## src/rtl/mem_access_unit.sv

```systemverilog
// ---------------------------------------------------------------------------
// mem_access_unit
//
// Turns one byte/half/word load or store request from the core into a
// single access on a 32-bit synchronous RAM with byte enables, and returns
// formatted load data with a one-cycle response strobe. Misaligned or
// illegal requests get a fault response and never touch the RAM.
//
// state  | meaning
// -------+-------------------------------------------------------------
// IDLE   | ready for a request
// ACCESS | RAM strobe (o_ram_en) high for this one cycle
// WAIT   | load in flight; counting down RAM read latency
// RESP   | o_rsp_valid high for one cycle; data/fault valid
//
// Ports
//   i_clk, i_reset          clock, synchronous active-high reset
//   i_req_*/o_req_ready     request handshake (addr, store data, masks)
//   o_rsp_*                 response strobe, load data, fault flag
//   o_ram_*/i_ram_rd_data   synchronous RAM port (word address, byte enables)
// ---------------------------------------------------------------------------
module mem_access_unit #(
    parameter int ADDR_W     = 14,
    parameter int RD_LATENCY = 1
) (
    input  logic              i_clk,
    input  logic              i_reset,
    input  logic              i_req_valid,
    output logic              o_req_ready,
    input  logic [31:0]       i_req_addr,
    input  logic [31:0]       i_req_wr_data,
    input  logic [2:0]        i_req_rd_mask,
    input  logic [1:0]        i_req_wr_mask,
    output logic              o_rsp_valid,
    output logic [31:0]       o_rsp_rd_data,
    output logic              o_rsp_fault,
    output logic              o_ram_en,
    output logic              o_ram_we,
    output logic [ADDR_W-1:0] o_ram_addr,
    output logic [3:0]        o_ram_be,
    output logic [31:0]       o_ram_wr_data,
    input  logic [31:0]       i_ram_rd_data
);

    localparam logic [1:0] ST_IDLE   = 2'd0;
    localparam logic [1:0] ST_ACCESS = 2'd1;
    localparam logic [1:0] ST_WAIT   = 2'd2;
    localparam logic [1:0] ST_RESP   = 2'd3;

    localparam logic [2:0] WAIT_INIT = 3'(RD_LATENCY - 1);

    logic [1:0]  state;
    logic [2:0]  rd_mask_q;
    logic [1:0]  lane_q;
    logic [2:0]  wait_cnt;

    logic        accept;
    logic        is_half;
    logic        is_word;
    logic        illegal;
    logic        is_noop;
    logic        is_store;
    logic [3:0]  store_be;
    logic [31:0] store_data;
    logic [31:0] rd_shifted;
    logic [7:0]  byte_sel;
    logic [15:0] half_sel;
    logic [31:0] load_fmt;

    // Address bits above the RAM size are deliberately dropped (wraparound).
    logic unused_addr_hi;
    assign unused_addr_hi = ^i_req_addr[31:ADDR_W+2];

    assign o_req_ready = (state == ST_IDLE) & ~i_reset;
    assign accept      = i_req_valid & o_req_ready;

    always_comb begin
        is_half  = (i_req_rd_mask[1:0] == 2'b10) | (i_req_wr_mask == 2'b10);
        is_word  = (i_req_rd_mask[1:0] == 2'b11) | (i_req_wr_mask == 2'b11);
        illegal  = ((|i_req_rd_mask) & (|i_req_wr_mask))
                 | (i_req_rd_mask == 3'b100) | (i_req_rd_mask == 3'b111)
                 | (is_half & i_req_addr[0])
                 | (is_word & (|i_req_addr[1:0]));
        is_noop  = (i_req_rd_mask == 3'b000) & (i_req_wr_mask == 2'b00);
        is_store = |i_req_wr_mask;
    end

    // Store data is replicated across lanes so the byte enables alone pick
    // the destination bytes.
    always_comb begin
        store_be   = 4'b0000;
        store_data = 32'h0;
        case (i_req_wr_mask)
            2'b01: begin
                store_be   = 4'b0001 << i_req_addr[1:0];
                store_data = {4{i_req_wr_data[7:0]}};
            end
            2'b10: begin
                store_be   = i_req_addr[1] ? 4'b1100 : 4'b0011;
                store_data = {2{i_req_wr_data[15:0]}};
            end
            2'b11: begin
                store_be   = 4'b1111;
                store_data = i_req_wr_data;
            end
            default: begin
                store_be   = 4'b0000;
                store_data = 32'h0;
            end
        endcase
    end

    always_comb begin
        rd_shifted = i_ram_rd_data >> {lane_q, 3'b000};
        byte_sel   = rd_shifted[7:0];
        half_sel   = lane_q[1] ? i_ram_rd_data[31:16] : i_ram_rd_data[15:0];
        case (rd_mask_q)
            3'b001:  load_fmt = {24'h0, byte_sel};
            3'b101:  load_fmt = {{24{byte_sel[7]}}, byte_sel};
            3'b010:  load_fmt = {16'h0, half_sel};
            3'b110:  load_fmt = {{16{half_sel[15]}}, half_sel};
            default: load_fmt = i_ram_rd_data;
        endcase
    end

    always_ff @(posedge i_clk) begin
        if (i_reset) begin
            state         <= ST_IDLE;
            rd_mask_q     <= 3'b000;
            lane_q        <= 2'b00;
            wait_cnt      <= 3'd0;
            o_rsp_valid   <= 1'b0;
            o_rsp_rd_data <= 32'h0;
            o_rsp_fault   <= 1'b0;
            o_ram_en      <= 1'b0;
            o_ram_we      <= 1'b0;
            o_ram_addr    <= '0;
            o_ram_be      <= 4'b0000;
            o_ram_wr_data <= 32'h0;
        end else begin
            case (state)
                ST_IDLE: begin
                    if (accept) begin
                        rd_mask_q <= i_req_rd_mask;
                        lane_q    <= i_req_addr[1:0];
                        if (illegal) begin
                            state       <= ST_RESP;
                            o_rsp_valid <= 1'b1;
                            o_rsp_fault <= 1'b1;
                        end else if (is_noop) begin
                            state       <= ST_RESP;
                            o_rsp_valid <= 1'b1;
                        end else begin
                            state         <= ST_ACCESS;
                            o_ram_en      <= 1'b1;
                            o_ram_we      <= is_store;
                            o_ram_addr    <= i_req_addr[ADDR_W+1:2];
                            o_ram_be      <= is_store ? store_be : 4'b1111;
                            o_ram_wr_data <= is_store ? store_data : 32'h0;
                        end
                    end
                end
                ST_ACCESS: begin
                    o_ram_en      <= 1'b0;
                    o_ram_we      <= 1'b0;
                    o_ram_addr    <= '0;
                    o_ram_be      <= 4'b0000;
                    o_ram_wr_data <= 32'h0;
                    // o_ram_we still holds the store flag for this access.
                    if (o_ram_we) begin
                        state       <= ST_RESP;
                        o_rsp_valid <= 1'b1;
                    end else begin
                        state    <= ST_WAIT;
                        wait_cnt <= WAIT_INIT;
                    end
                end
                ST_WAIT: begin
                    if (wait_cnt == 3'd0) begin
                        state         <= ST_RESP;
                        o_rsp_valid   <= 1'b1;
                        o_rsp_rd_data <= load_fmt;
                    end else begin
                        wait_cnt <= wait_cnt - 3'd1;
                    end
                end
                ST_RESP: begin
                    state         <= ST_IDLE;
                    o_rsp_valid   <= 1'b0;
                    o_rsp_fault   <= 1'b0;
                    o_rsp_rd_data <= 32'h0;
                end
                default: state <= ST_IDLE;
            endcase
        end
    end

endmodule

```

## config.mk

```make
export PLATFORM = sky130hd
export DESIGN_NAME = mem_access_unit
export DESIGN_NICKNAME = d
export VERILOG_FILES = /design/src/rtl/mem_access_unit.sv
export SDC_FILE = /design/constraint.sdc
export NUM_CORES = 1
export LEC_CHECK = 0
export ABC_AREA = 1
export CAP_MARGIN = 15
export CELL_PAD_IN_SITES_DETAIL_PLACEMENT = 2
export CELL_PAD_IN_SITES_GLOBAL_PLACEMENT = 2
export CORE_ASPECT_RATIO = 1.2
export CORE_MARGIN = 5
export CORE_UTILIZATION = 23
export DETAILED_ROUTE_END_ITERATION = 16
export PLACE_DENSITY_LB_ADDON = 0.1
export RECOVER_POWER = 25
export SLEW_MARGIN = 10
export SYNTH_ARGS = -nofsm -noshare
export SYNTH_HDL_FRONTEND = slang
export SYNTH_SLANG_ARGS = --single-unit
```

## constraint.sdc

```tcl
create_clock -name i_clk -period 2.3 [get_ports i_clk]
set_input_delay 0.46 -clock i_clk [delete_from_list [all_inputs] [get_ports i_clk]]
set_output_delay 0.46 -clock i_clk [all_outputs]
set_load 0.1 [all_outputs]
```

* Word level (Yosys, flattened, before mapping)
Index checks and enable logic that the tools add are counted.
** Storage, ports and cells
- Register bits after elaboration :: 96
- Bits in latches :: 0
- Memory bits (writable) :: 0
- Memory bits (read-only) :: 0
- Bits of input ports :: 104
- Output and inout port bits :: 87
- Word-level logic and storage cells :: 116
- Memories :: 0
** Operators by class
- Add/sub/neg operators :: 1
- $mul :: 0
- Div/mod/pow operators :: 0
- Order comparisons :: 0
- Eq/ne operators :: 23
- Shifts and indexed selects :: 2
- Muxes and demuxes :: 47
- Bitwise logic cells :: 13
- Reduce and logical (&&, ||, !) cells :: 18
** Operators with widths (number)
- 32-bit 2-to-1 mux :: 5
- 32-bit case mux with 2 select lines :: 2
- 32-bit case mux with 4 select lines :: 1
- 32-bit case mux with 3 select lines :: 1
- 14-bit 2-to-1 mux :: 3
- 32-bit by 5-bit right shift with 8-bit output :: 1
- 14-bit case mux with 2 select lines :: 1
- 4-bit 2-to-1 mux :: 5
- 16-bit 2-to-1 mux :: 1
- 2-bit inequality test, second input constant :: 8
- 1-bit 2-to-1 mux :: 14
- 2-bit equality test, second input constant :: 6
- 3-bit equality test, second input constant :: 4
- 4-bit case mux with 3 select lines :: 1
- 2-bit 2-to-1 mux :: 4
- 2-bit case mux with 4 select lines :: 1
- 4-bit case mux with 2 select lines :: 1
- 4-bit AND reduction :: 2
- 2-bit nonzero test :: 4
- 1-bit AND :: 6
- 3-bit logical NOT :: 2
- 3-bit 2-to-1 mux :: 2
- 1-bit bitwise OR :: 6
- 1-bit case mux with 2 select lines :: 3
- other kinds (14) :: 20

* Logic depth before layout (Yosys ltp)
Gate-level depths: netlist of run 1.
- Word-level depth :: 9
- Depth in mapped cells :: 12
- Mapped depth without buffers :: 11

* Least setup slack after synthesis of run 1
Ideal clock, no wire load.
- Path kind :: flip-flop to flip-flop
- From :: register state[0]
- To :: register o_ram_we
- Library setup time :: 132 ps
- Data arrival time :: 2899 ps
- Data required time :: 2168 ps
- Slack :: -731 ps
- Cell stages (with the launch flop) :: 13
- Path buffers :: 1
- Clock period less this slack :: 3031 ps
- Path through :: dfxtp_1 inv_1 ha_1 inv_2 nor2_1 nand2_1 clkinv_1 a21oi_2 nor2_4 nand2_2 buf_4 nand2_1 a21oi_1
** Between the ends
- Word-level cells in the longest chain between the ends :: 5
- Elaborated cells on any way between the ends :: 10
- Classes of those cells :: eq/ne (4); mux (1); bitwise (2); reduce/logical (3)
** Ends and longest elaborated chain
- start: declaration :: line 52 : logic [1:0] state;
- start signal: assignment :: line 128 : state <= ST_IDLE;
- start signal: assignment :: line 147 : state <= ST_RESP;
- start signal: assignment :: line 151 : state <= ST_RESP;
- 2-bit logical NOT :: line 74 : assign o_req_ready = (state == ST_IDLE) & ~i_reset;
- 1-bit AND :: line 74
- net o_req_ready :: line 29 : output logic o_req_ready,
- 1-bit AND :: line 75 : assign accept = i_req_valid & o_req_ready;
- 2-bit inequality test (no line)
- 4-bit AND reduction (no line)
- end signal: assignment :: line 156 : o_ram_we <= is_store;
- end: declaration :: line 38 : output logic o_ram_we,
The timed path passes the listed nets, and every way through them passes these cells.
A chain may end at the register's enable or synchronous reset.

* Worst setup path in the final report of run 1
- From :: register state[0]
- To :: register o_ram_wr_data[9]
** Between the ends
- Word-level cells in the longest chain between the ends :: 5
- Elaborated cells on any way between the ends :: 10
- Classes of those cells :: eq/ne (4); mux (1); bitwise (2); reduce/logical (3)
** Ends and longest elaborated chain
- 2-bit logical NOT :: line 74, 141
- 1-bit AND :: line 74
- 1-bit AND :: line 75
- 2-bit inequality test (no line)
- 4-bit AND reduction (no line)
- end signal: assignment :: line 159 : o_ram_wr_data <= is_store ? store_data : 32'h0;
- end: declaration :: line 41 : output logic [31:0] o_ram_wr_data,
Parallel ways exist; a longest one is shown, timed or not.

==> results of run 1 <==
path summary, 6_finish.rpt:
path | endpoint | depth (start not counted) | from | slack (ns)
worst max register to register | o_ram_wr_data[9]$_SDFFE_PP0P_ | 11 | state[0]$_SDFFE_PP0P_ | 0.19
worst max-delay path | o_ram_wr_data[9]$_SDFFE_PP0P_ | 11 | state[0]$_SDFFE_PP0P_ | 0.19
worst min-delay path | o_ram_wr_data[0]$_SDFFE_PP0P_ | 2 | o_ram_wr_data[0]$_SDFFE_PP0P_ | 0.47
worst min register to register | o_ram_wr_data[0]$_SDFFE_PP0P_ | 2 | o_ram_wr_data[0]$_SDFFE_PP0P_ | 0.47
critical path: stages, from the launching register on:
cell and delay, ns:
dfxtp_1 0.35, inv_1 0.14, ha_1 0.30, inv_2 0.10, nor2_4 0.16, nand2_1 0.10, clkinv_1 0.10, a21oi_2 0.05
nor2_4 0.15, buf_4 0.27, nand3_1 0.14, a21oi_1 0.16
cell usage after synthesis:
cell type | n | area [sq um]
buf_1 | 2 | 7.51
or2_2 | 7 | 43.8
buf_4 | 10 | 75.1
a21oi_1 | 107 | 536
clkinv_1 | 2 | 7.51
nor2_1 | 41 | 154
ha_1 | 7 | 87.6
o21ai_0 | 74 | 370
a21oi_2 | 1 | 8.76
nand3_2 | 1 | 10.0
o211ai_1 | 2 | 15.0
nand2_1 | 210 | 788
nor3_1 | 8 | 40.0
nand2_2 | 3 | 18.8
inv_1 | 92 | 345
nand3_1 | 85 | 425
a211oi_1 | 2 | 15.0
clkbuf_2 | 1 | 5.00
inv_2 | 2 | 7.51
o21bai_1 | 6 | 45.0
xor2_1 | 1 | 8.76
buf_2 | 12 | 60.1
nor2_4 | 1 | 11.3
dfxtp_1 | 96 | 1920
clkbuf_1 | 25 | 93.8
a21boi_0 | 1 | 7.51
nand4_1 | 2 | 12.5
o21ai_1 | 1 | 5.00
metal layers:
| metal | GRT usage | wire, microns |
|---|---|---|
| met5 | 0 | 0 |
| met4 | 0.0576 | 619 |
| met3 | 0.0403 | 971 |
| met2 | 0.338 | 12300 |
| met1 | 0.188 | 8830 |
power breakdown:
part | switching [mW] | internal [mW]
Combinational | 3.89 | 1.28
Clock | 0.760 | 0.791
Sequential | 0.190 | 1.97
Total | 4.84 | 4.04
area by class of cell:
| type | instances | area, sq um | area share |
|---|---|---|---|
| Multi-Input combinational cell | 560 | 2610 | 0.359 |
| Tap cell | 274 | 343 | 0.0471 |
| Inverter | 96 | 360 | 0.0495 |
| Clock buffer | 10 | 239 | 0.0328 |
| Clock inverter | 6 | 56.3 | 0.00774 |
| Timing Repair Buffer | 207 | 1740 | 0.239 |
| Sequential cell | 96 | 1920 | 0.264 |
registers in the layout, summed over array words and instances, names as in the netlist:
register	count
lane_q	2
o_ram_addr	14
o_ram_be	4
o_ram_en	1
o_ram_we	1
o_ram_wr_data	32
o_rsp_fault	1
o_rsp_rd_data	32
o_rsp_valid	1
rd_mask_q	3
state	2
wait_cnt	3
kinds of logic after synthesis:
family / after synthesis / share of synthesized area
AO/OA/AOI/OAI: 194 / 0.196
XOR/XNOR: 1 / 0.00171
adder cells (fa/ha/maj): 7 / 0.0171
buffers and inverters: 146 / 0.117
flip-flops: 96 / 0.375
AND/OR/NAND/NOR: 358 / 0.293
metrics by stage:
step / area (sq um) / util / power (mW)
after floorplan: 5130 / - / 5.94
after global placement: 7090 / 0.325 / 7.39
after detailed placement: 7090 / 0.325 / 7.54
after CTS: 7390 / 0.338 / 9.15
after global routing: 7280 / 0.333 / 9.43
final: 7280 / 0.333 / 8.89
==> run summary, run 1 <==
post-CTS sizing -> 0
Die ar. -> 25,400 sq um
Pre-antenna DRT Iters -> 4
Max VDD drop -> 419 uV
vias in the first global route -> 6,780
Post-Syn Nets -> 913
Distinct cells, synth -> 28
relative slew slack -> 0.577
num rows -> 59
CTS Root Cell -> clkbuf_16
GR Util All Layers -> 0.176
Die Y -> 174 microns
# DRC -> 0
clock sinks -> 96
commonest non-fill, non-tap cell in the layout -> nand2_1
Worst Tran Pin Value -> 0.634 ns
hold_buf cts -> 0
first-pass GRT wire length -> 35.9 mm
Cells after Synth -> 802
Top Ports -> 191
Yosys reg bits -> 96
clk slew on worst S/H paths -> 0.07 ns
Critical Path RT -> 2.58 ns
sequential fraction of the synthesis area -> 0.375
area grow syn2layout -> 41.9%
setup TNS -> 0 ns
Nets -> 1,081
Hold Violations, Final -> 0
H-tree depth -> 3
clk_lat worst skew -> 0.35 ns
max-cap check violation count -> 0
layout cells sized above 1 -> 0.158
vias -> 5,917
Placed Instances -> 1,233
initial antenna violation count -> 0
synth warn -> 0
total CTS buffers -> 9
Power Dens Cells -> 1220 nW/um^2
worst-path fanout max -> 18
post-placement setup slack -> -0.138 ns
Peak Freq -> 474 MHz
HP Class -> reg -> reg
run status -> finished, final reports clean
post-DP HPWL -> 17.7 mm
Port Buffer Count -> 174
Initial Utilization -> 0.235
Final Cycle Share -> 0.917
most frequent cells in the layout -> nand2_1, a21oi_1, dfxtp_1
grt total ovfl -> 0
Ant. Diodes -> 0
GPL Wtd Cong -> 0.825
Final WS setup -> 0.191 ns
Worst EP arrival -> 2.38 ns
Lkg Pwr -> 3.26 nW
Worst setup EP type -> flip-flop
Post-DRT Antenna Nets -> 0
core area -> 21,900 sq um
Post-Syn Area -> 5130 sq um
Fill cells -> 2,657
unrepaired setup endpoints after global routing -> no
Layout Cells excl Fill -> 1,249
Slew Limit Fails -> 0
crit path time final -> 2.11 ns
drt initial violations -> 157
final setup fails -> 0
postcts setup bufs -> 0
Hold Worst Slack -> 0.467 ns
CP startpoint kind -> flip-flop
CP Class -> reg -> reg
Die X -> 146 microns
CTS tree -> built
Total Routed Length -> 22.7 mm
Clock Skew -> 0.00988 ns
largest net degree at the start of global routing -> 56
Max clock buf depth -> 2
Vias/cell -> 4.74
per-cell routed wire length -> 18.2 microns
mean post-synth cell area -> 6.39 sq um
No activity file was read; power rests on OpenSTA's default activity.
==> run 2: changes to the inputs <==
--- a/config.mk
+++ b/config.mk
@@ -13,7 +13,7 @@
 export CORE_MARGIN = 5
 export CORE_UTILIZATION = 23
 export DETAILED_ROUTE_END_ITERATION = 16
-export PLACE_DENSITY_LB_ADDON = 0.1
+export PLACE_DENSITY = 0.84
 export RECOVER_POWER = 25
 export SLEW_MARGIN = 10
 export SYNTH_ARGS = -nofsm -noshare
==> run 2 against run 1 <==
Compared with the run above: non-clock buffer count grew 5; clock skew grew 0.0025 ns; die area is the same; flip-flop and latch count is the same; clock power grew 5%; sequential power is essentially flat; power grew 0.43%; largest cell class unchanged.
==> run summary, run 2 (synthesis results as in run 1) <==
grt total ovfl -> 0
met3 routed WL -> 1.19 mm
Critical Path RT -> 2.58 ns
post-placement setup slack -> -0.139 ns
per-cell routed wire length -> 17.7 microns
critical path's slowest cell -> dfxtp_1
clock sinks -> 96
met2 wire length -> 11.4 mm
num rows -> 59
Finished Core Util -> 0.334
Worst EP arrival -> 2.35 ns
largest net degree at the start of global routing -> 59
CP peak stage delay -> 0.35 ns
Power Dens Cells -> 1220 nW/um^2
Initial Utilization -> 0.235
Top Ports -> 191
Ant. Diodes -> 0
Max VDD drop -> 382 uV
layout cells sized above 1 -> 0.165
CP cell instances -> inv_1 > ha_2 > inv_2 > nor2_4 > nand2_1 > clkinv_1 > a21oi_2 > nor2_4 > buf_4 > nand3_1 > a21oi_1
area grow syn2layout -> 42.3%
CP startpoint kind -> flip-flop
Slew Limit Fails -> 0
core area -> 21,900 sq um
Total Routed Length -> 22.2 mm
first-pass GRT wire length -> 35.3 mm
CP Class -> reg -> reg
Peak Freq -> 483 MHz
WL met1 -> 9.15 mm
initial antenna violation count -> 0
CTS tree -> built
run status -> finished, final reports clean
max-cap check violation count -> 0
Die X -> 146 microns
GR Util All Layers -> 0.173
Worst setup EP type -> flip-flop
unrepaired setup endpoints after global routing -> no
biggest regs -> o_ram_wr_data: 32 flops, o_rsp_rd_data: 32 flops, o_ram_addr: 14 flops
H-tree depth -> 3
clk_lat worst skew -> 0.36 ns
Die Y -> 174 microns
# DRC -> 0
Final WS setup -> 0.228 ns
GPL Wtd Cong -> 0.831
Die ar. -> 25,400 sq um
HP Class -> reg -> reg
vias in the first global route -> 6,481
crit path time final -> 2.07 ns
Worst Tran Pin Value -> 0.672 ns
Vias/cell -> 4.76
Nets -> 1,086
drt initial violations -> 200
Worst path most repeated cell -> nor2_4
Lkg Pwr -> 3.28 nW
Top Metal Used -> met4
Hold Violations, Final -> 0
total CTS buffers -> 9
relative slew slack -> 0.552
Port Buffer Count -> 174
clk slew on worst S/H paths -> 0.07 ns
Pwr Total -> 8.92 mW
most frequent cells in the layout -> nand2_1, a21oi_1, dfxtp_1
commonest non-fill, non-tap cell in the layout -> nand2_1
Max clock buf depth -> 2
Final Cycle Share -> 0.901
worst-path fanout max -> 17
Clock Skew -> 0.0124 ns
design area -> 7300 sq um
Post-DRT Antenna Nets -> 0
dpl cell area -> 7100 sq um
post-DP HPWL -> 17.0 mm
Hold Worst Slack -> 0.462 ns
vias -> 5,971
CTS Root Cell -> clkbuf_16
Pre-antenna DRT Iters -> 4
final setup fails -> 0
setup slack, reg-to-reg -> 0.23 ns
==> run 2: cell count changes in the layout (fill, tap and decap cells not counted), sizes merged <==
cell	previous run	this run
buf	76	81
bufinv	0	1
clkbuf	55	54
clkinv	3	5
clkinvlp	1	0
inv	98	97
==> run 2: what timing repair did <==
item / in CTS / in global routing
resized for setup: 0 / 4
setup buffers: 0 / 0
setup endpoints to repair: 0 / 19
hold buffers: 0 / 0
==> run 2: cell type report <==
type,instances,area (sq um)
tap,274,343
clock buffer,9,225
fill,2674,14600
clock inverter,7,77.6
sequential,96,1920
timing repair buffer,212,1750
inverter,96,360
multi-input combinational,560,2620
==> run 2: worst paths after layout <==
| kind | startpoint | end | cells past startpoint |
|---|---|---|---|
| hold reg to reg | o_ram_addr[3]$_SDFFE_PP0P_ | o_ram_addr[3]$_SDFFE_PP0P_ | 2 |
| setup reg to reg | state[1]$_SDFFE_PP0P_ | o_ram_wr_data[17]$_SDFFE_PP0P_ | 11 |
| setup / recovery | state[1]$_SDFFE_PP0P_ | o_ram_wr_data[17]$_SDFFE_PP0P_ | 11 |
| hold / removal | o_ram_addr[3]$_SDFFE_PP0P_ | o_ram_addr[3]$_SDFFE_PP0P_ | 2 |
==> run 2: through the flow <==
step	setup TNS, ns	std cells
floorplan	0	802
CTS	0	1254
global route	0	1254
global placement	-0.827	1238
finish	0	1254
detailed placement	-4.55	1238
==> run 2: power breakdown <==
group / total, mW / switching [mW] / internal, mW / leakage (nW)
sequential: 2.16 / 0.181 / 1.97 / 0.780
clock: 1.62 / 0.757 / 0.859 / 0.152
combinational: 5.15 / 3.87 / 1.28 / 2.35
==> run 2: worst max-delay path: cells and delay by family, from the launching register on <==
| family | cells | cell delay (ns) |
|---|---|---|
| buffers and inverters | 4 | 0.58 |
| adder cells (fa/ha/maj) | 1 | 0.25 |
| AO/OA/AOI/OAI | 2 | 0.24 |
| flip-flops | 1 | 0.35 |
| AND/OR/NAND/NOR | 4 | 0.56 |
==> run 2: routing by layer <==
| layer | global-route usage | up-vias |
|---|---|---|
| li1 | - | 2924 |
| met1 | 0.199 | 2883 |
| met2 | 0.318 | 143 |
| met3 | 0.0400 | 21 |
| met4 | 0.0529 | 0 |
| met5 | 0 | - |
==> RTL edit 1 (config.mk and constraints of run 1) <==
The parameter `ADDR_W` goes from 14 to 13.
--- a/src/rtl/mem_access_unit.sv
+++ b/src/rtl/mem_access_unit.sv
@@ -20,7 +20,7 @@
 //   o_ram_*/i_ram_rd_data   synchronous RAM port (word address, byte enables)
 // ---------------------------------------------------------------------------
 module mem_access_unit #(
-    parameter int ADDR_W     = 14,
+    parameter int ADDR_W     = 13,
     parameter int RD_LATENCY = 1
 ) (
     input  logic              i_clk,
Ports: changed (resized o_ram_addr); port bits go from 191 to 190. No check against the original RTL was run, so the function may have changed too.
==> RTL edit 1 against run 1 <==
- cell area shrank 2.1%
- wire length shrank 4.3%
- synthesized cell count shrank 1.4%
- area after synthesis shrank 1.1%
- sequential cell count shrank 1
- via count shrank 2.1%
- setup slack gained 0.13 ns
- total power shrank 2.0%
- hold slack lost 0.0011 ns
==> RTL edit 1: results (changes against run 1) <==
Critical path
  • Cell count of the worst reg-to-reg path: 10 (was 11)
  • R2R Path End: o_ram_addr[2] (was o_ram_wr_data[9])
  • Arr. time, crit path: 2.25 ns (was 2.38 ns)
  • Critical path peak fanout: 51 (was 18)
  • Reg2reg setup slack: 0.32 ns (was 0.19 ns)

Logic synthesis
  • Distinct cells, synth: 26 (was 28)
  • Syn_nets: 902 (was 913)
  • Top cells by count, synth: nand2_1 (219), a21oi_1 (104), dfxtp_1 (95), inv_1 (88), nand3_1 (79) (was nand2_1 (210), a21oi_1 (107), dfxtp_1 (96), inv_1 (92), nand3_1 (85))
  • Largest cells by area after synthesis: dfxtp_1 (38%), nand2_1 (16%), a21oi_1 (10%) (was dfxtp_1 (37%), nand2_1 (15%), a21oi_1 (10%))
  • Seq/Total Area, Yosys: 37.51% (was 37.49%)
  • Synth Instances: 791 (was 802)

Placement
  • RePlAce Congestion: 0.7820 (was 0.8248)
  • Post-DP HPWL: 16450 um (was 17680 um)
  • Cells after DPL: 1214 (was 1233)
  • IO Port Bufs: 172 (was 174)
  • DP Worst Slack: 0.02442 ns (was -0.1377 ns)

STA
  • Clk_skew: 0.01225 ns (was 0.009885 ns)
  • Slew margin rel.: 34.20% (was 57.74%)
  • Final Cycle Share: 85.99% (was 91.70%)
  • WHS: 0.4658 ns (was 0.4669 ns)

Power and ir drop
  • Internal power: 0.003960 W (was 0.004042 W)
  • Worst vdd ir: 0.0005952 V (was 0.0004192 V)
  • Combinational gate power: 0.00505 W (was 0.00517 W)
  • Seq pwr share: 24.5% (was 24.3%)

Final layout
  • Top Registers: o_ram_wr_data: 32 flops, o_rsp_rd_data: 32 flops, o_ram_addr: 13 flops (was o_ram_wr_data: 32 flops, o_rsp_rd_data: 32 flops, o_ram_addr: 14 flops)
  • Final nets: 1062 (was 1081)
  • Layout cell share with drive strength beyond 1: 15.59% (was 15.79%)

CTS
  • Maximum clock path buffer count: 2 (unchanged)
  • Root buf cell: clkbuf_16 (unchanged)
  • Worst skew pair latency: 0.36 ns

Drt
  • First DRT Iteration DRCs: 163 (was 157)
  • Via density: 4.707 (was 4.737)
  • WL/cell: 17.66 um (was 18.17 um)
  • Via count: 5790 (was 5917)

Global route
  • Largest net degree at the start of global routing: 88 (was 56)
  • Initial antenna violation count: 1 (was 0)
  • Vias in the first global route: 6510 (was 6780)
  • Tot GR Track Use: 17.07% (was 17.61%)
  • First-pass GRT wire length: 35320 um (was 35950 um)

Status
  • Status: complete, no violations (unchanged)

Hold path
  • Hold path startpoint: o_ram_wr_data[26] (was o_ram_wr_data[0])
## RTL edit 1: cell types whose count changed after synthesis, moves of 3 or more
cell,run 1,this run
buf_2,12,15
nor2_1,41,36
buf_4,10,2
nand2_1,210,219
inv_1,92,88
buf_6,0,5
nand3_1,85,79
a21oi_1,107,104
## RTL edit 1: layer usage
metal / track usage (%) / vias to the layer above / part of all wire (%)
li1: - / 2852 / -
met1: 19.44 / 2778 / 41
met2: 31.40 / 128 / 52
met3: 4.005 / 30 / 4.9
met4: 5.249 / 2 / 2.4
met5: 0 / - / 0.032
## RTL edit 1: kinds of logic after synthesis
logic type,synth area share (%)
simple gates,29.07
fa+ha+maj,1.727
xor+xnor,0.1728
flops,37.51
buf+inv,11.70
compound gates,19.82
## RTL edit 1: area by class of cell
type,instances,area (sq um)
clock buffer,10,239.0
clock inverter,6,51.30
fill,2641,14580
inverter,91,341.6
multi-input combinational,555,2590
sequential,95,1902
tap,274,342.8
timing repair buffer,199,1654
## RTL edit 1: how the worst min path moves through the flow
stage                              endpoint  cells past startpoint
after detailed placement   o_rsp_rd_data[7]                      2
after floorplan                 wait_cnt[1]                      2
final                     o_ram_wr_data[26]                      2
after CTS                  o_rsp_rd_data[7]                      2
after global placement        o_ram_addr[5]                      2
after global routing      o_rsp_rd_data[24]                      2
## RTL edit 1: worst max-delay path, stage by stage, from the launching register on
cell	delay [ns]
dfxtp_1	0.35
inv_1	0.12
ha_2	0.27
inv_2	0.08
nor2_4	0.16
nand2_2	0.08
o21ai_1	0.08
o21a_2	0.19
buf_12	0.25
nand3_1	0.12
a21oi_1	0.17
==> RTL edit 2 (config.mk and constraints of run 1) <==
Made on the original files. Register the output `o_rsp_fault` once more, cleared by the reset; this adds one clock of latency there. The other outputs are not delayed to match.
--- a/src/rtl/mem_access_unit.sv
+++ b/src/rtl/mem_access_unit.sv
@@ -49,6 +49,8 @@
 
     localparam logic [2:0] WAIT_INIT = 3'(RD_LATENCY - 1);
 
+    logic o_rsp_fault_s0;
+
     logic [1:0]  state;
     logic [2:0]  rd_mask_q;
     logic [1:0]  lane_q;
@@ -131,7 +133,7 @@
             wait_cnt      <= 3'd0;
             o_rsp_valid   <= 1'b0;
             o_rsp_rd_data <= 32'h0;
-            o_rsp_fault   <= 1'b0;
+            o_rsp_fault_s0 <= 1'b0;
             o_ram_en      <= 1'b0;
             o_ram_we      <= 1'b0;
             o_ram_addr    <= '0;
@@ -146,7 +148,7 @@
                         if (illegal) begin
                             state       <= ST_RESP;
                             o_rsp_valid <= 1'b1;
-                            o_rsp_fault <= 1'b1;
+                            o_rsp_fault_s0 <= 1'b1;
                         end else if (is_noop) begin
                             state       <= ST_RESP;
                             o_rsp_valid <= 1'b1;
@@ -187,7 +189,7 @@
                 ST_RESP: begin
                     state         <= ST_IDLE;
                     o_rsp_valid   <= 1'b0;
-                    o_rsp_fault   <= 1'b0;
+                    o_rsp_fault_s0 <= 1'b0;
                     o_rsp_rd_data <= 32'h0;
                 end
                 default: state <= ST_IDLE;
@@ -195,5 +197,13 @@
         end
     end
 
+    always_ff @(posedge i_clk) begin
+        if (i_reset) begin
+            o_rsp_fault <= '0;
+        end else begin
+            o_rsp_fault <= o_rsp_fault_s0;
+        end
+    end
+
 endmodule
 
Formal check against the unedited RTL: not equivalent (Yosys sat finds a counterexample within 4 cycles, from zero or initial values and one cycle with i_reset high).
==> RTL edit 2 against run 1 <==
- sequential share of layout area increased by 0.10 points
- area after synthesis increased by 1.1%
- cell area increased by 0.65%
- die area increased by 1.0%
- total power increased by 1.4%
- setup slack improved by 0.0073 ns
- via count decreased by 0.61%
- core utilization decreased by 0.45 points
- sequential cell count increased by 1
- wire length decreased by 1.4%
- hold slack got worse by 0.066 ns
- critical endpoint is now o_req_ready
- largest cell class unchanged
==> RTL edit 2: results (changes against run 1) <==
Critical path
  • Reg2reg setup slack: 0.25 ns (was 0.19 ns)
  • Largest delay contributor family on the critical path: buffers and inverters (unchanged)
  • Reg-to-Reg Start: state[1] (was state[0])
  • Arr. time, crit path: 1.64 ns (was 2.38 ns)
  • Critical path peak fanout: 6 (was 18)
  • Cell count of the worst reg-to-reg path: 8 (was 11)
  • Slowest CP cell: ha_1 (was dfxtp_1)
  • R2R Path End: o_ram_wr_data[2] (was o_ram_wr_data[9])

Power and ir drop
  • Pleak: 3.287 nW (was 3.263 nW)
  • Sw Ratio: 52.90% (was 54.51%)
  • Worst vdd ir: 0.0003901 V (was 0.0004192 V)

Drt
  • DRC: 0 (unchanged)
  • Via density: 4.690 (was 4.737)
  • WL/cell: 17.86 um (was 18.17 um)
  • First DRT Iteration DRCs: 234 (was 157)
  • Initial DRT Pass Iterations: 4 (unchanged)

Hold path
  • Hold Path Class: in -> reg (was reg -> reg)
  • Hold path startpoint: i_reset (was o_ram_wr_data[0])
  • Hold Path Depth: 4 (was 2)
  • Hold Path End: o_rsp_fault_s0 (was o_ram_wr_data[0])

STA
  • Slew margin rel.: 22.40% (was 57.74%)
  • Clk_skew: 0.01006 ns (was 0.009885 ns)
  • WHS: 0.4011 ns (was 0.4669 ns)

Final layout
  • Top Registers: o_ram_wr_data: 32 flops, o_rsp_rd_data: 32 flops, o_ram_addr: 14 flops (unchanged)
  • Layout cell share with drive strength beyond 1: 15.61% (was 15.79%)

Global route
  • Met1 usage: 18.79% (was 18.76%)
  • Tot GR Track Use: 17.21% (was 17.61%)
  • GR Util met2: 33.25% (was 33.85%)
  • Largest net degree at the start of global routing: 95 (was 56)
  • Met3 Usage GRT: 3.755% (was 4.027%)
  • Initial antenna violation count: 1 (was 0)
  • First-pass GRT wire length: 35650 um (was 35950 um)
  • Vias in the first global route: 6654 (was 6780)

Logic synthesis
  • Distinct cells, synth: 27 (was 28)
  • Syn_nets: 914 (was 913)
  • Synth warn: 0 (unchanged)
  • Seq/Total Area, Yosys: 37.48% (was 37.49%)
  • Top cells by count, synth: nand2_1 (218), a21oi_1 (107), dfxtp_1 (97), inv_1 (91), nand3_1 (80) (was nand2_1 (210), a21oi_1 (107), dfxtp_1 (96), inv_1 (92), nand3_1 (85))
  • Largest cells by area after synthesis: dfxtp_1 (37%), nand2_1 (16%), a21oi_1 (10%) (was dfxtp_1 (37%), nand2_1 (15%), a21oi_1 (10%))

CTS
  • # H-tree levels: 3 (unchanged)
  • Postcts setup bufs: 0 (unchanged)
  • Post-CTS sizing: 0 (unchanged)
  • Root buf cell: clkbuf_16 (unchanged)
  • Worst skew pair latency: 0.35 ns (about the same)
  • Maximum clock path buffer count: 2 (unchanged)
  • CTS Buf Count: 9 (unchanged)

Placement
  • Post-DP HPWL: 17090 um (was 17680 um)
  • RePlAce Congestion: 0.8484 (was 0.8248)

Status
  • Status: complete, no violations (unchanged)
RTL edit 2: layer usage:
layer | vias to the layer above | part of all wire (%)
met5 | - | 0
met4 | 0 | 1.7
met3 | 18 | 4.1
met2 | 123 | 54
met1 | 2828 | 40
li1 | 2912 | -
RTL edit 2: final cells by class:
type	count	area [sq um]
antenna	1	2.502
clock buffer	9	225.2
clock inverter	6	90.09
fill	2719	14970
inverter	95	356.6
multi-input combinational	560	2615
sequential	97	1942
tap	279	349.1
timing repair buffer	207	1743
RTL edit 2: worst reg2reg max path, stage by stage, from the launching register on:
cell and delay [ns]:
dfxtp_1 0.35, inv_1 0.13, ha_1 0.36, and3_1 0.31, nand2_1 0.12, o21ai_4 0.12
buf_4 0.29, nand3_1 0.13, a21oi_1 0.16
RTL edit 2: worst max path at each step:
stage	startpoint	depth (start not counted)	end	slack, ns
5_1_grt	state[1]	5	o_req_ready	0.10
6_report	state[1]	5	o_req_ready	0.20
3_5_place_dp	i_req_wr_mask[0]	12	o_ram_wr_data[4]	-0.10
2_1_floorplan	i_reset	3	o_req_ready	0.23
4_1_cts	state[1]	5	o_req_ready	0.14
3_3_place_gp	i_req_wr_mask[0]	12	o_ram_wr_data[1]	-0.07
RTL edit 2: through the flow:
stage | area [sq um] | power [W] | setup slack [ns] | cells
final | 7323 | 0.009013 | 0.1982 | 1254
after floorplan | 5184 | 0.005995 | 0.2281 | 803
after CTS | 7435 | 0.009277 | 0.1426 | 1253
after global routing | 7323 | 0.009593 | 0.1024 | 1254
after global placement | 7119 | 0.007391 | -0.07013 | 1238
after detailed placement | 7119 | 0.007552 | -0.1013 | 1238
RTL edit 2: cell families (layout without fill, tap and decap cells):
| kind of cell | count (synthesis) | in the layout | share of synthesized area [%] |
|---|---|---|---|
| AO/OA/AOI/OAI | 193 | 193 | 19.63 |
| XOR/XNOR | 1 | 1 | 0.1691 |
| adder cells (fa/ha/maj) | 7 | 7 | 1.690 |
| buffers and inverters | 146 | 317 | 12.17 |
| flip-flops | 97 | 97 | 37.48 |
| other | 0 | 1 | 0 |
| AND/OR/NAND/NOR | 359 | 359 | 28.86 |
RTL edit 2: power by group through the flow:
| stage | registers (W) | logic, W | clock network, W |
|---|---|---|---|
| 3_5_place_dp | 0.00223 | 0.00532 | 0 |
| 3_3_place_gp | 0.00222 | 0.00518 | 0 |
| 4_1_cts | 0.00220 | 0.00534 | 0.00174 |
| 6_report | 0.00219 | 0.00516 | 0.00166 |
| 2_1_floorplan | 0.00398 | 0.00201 | 0 |
| 5_1_grt | 0.00223 | 0.00556 | 0.00179 |
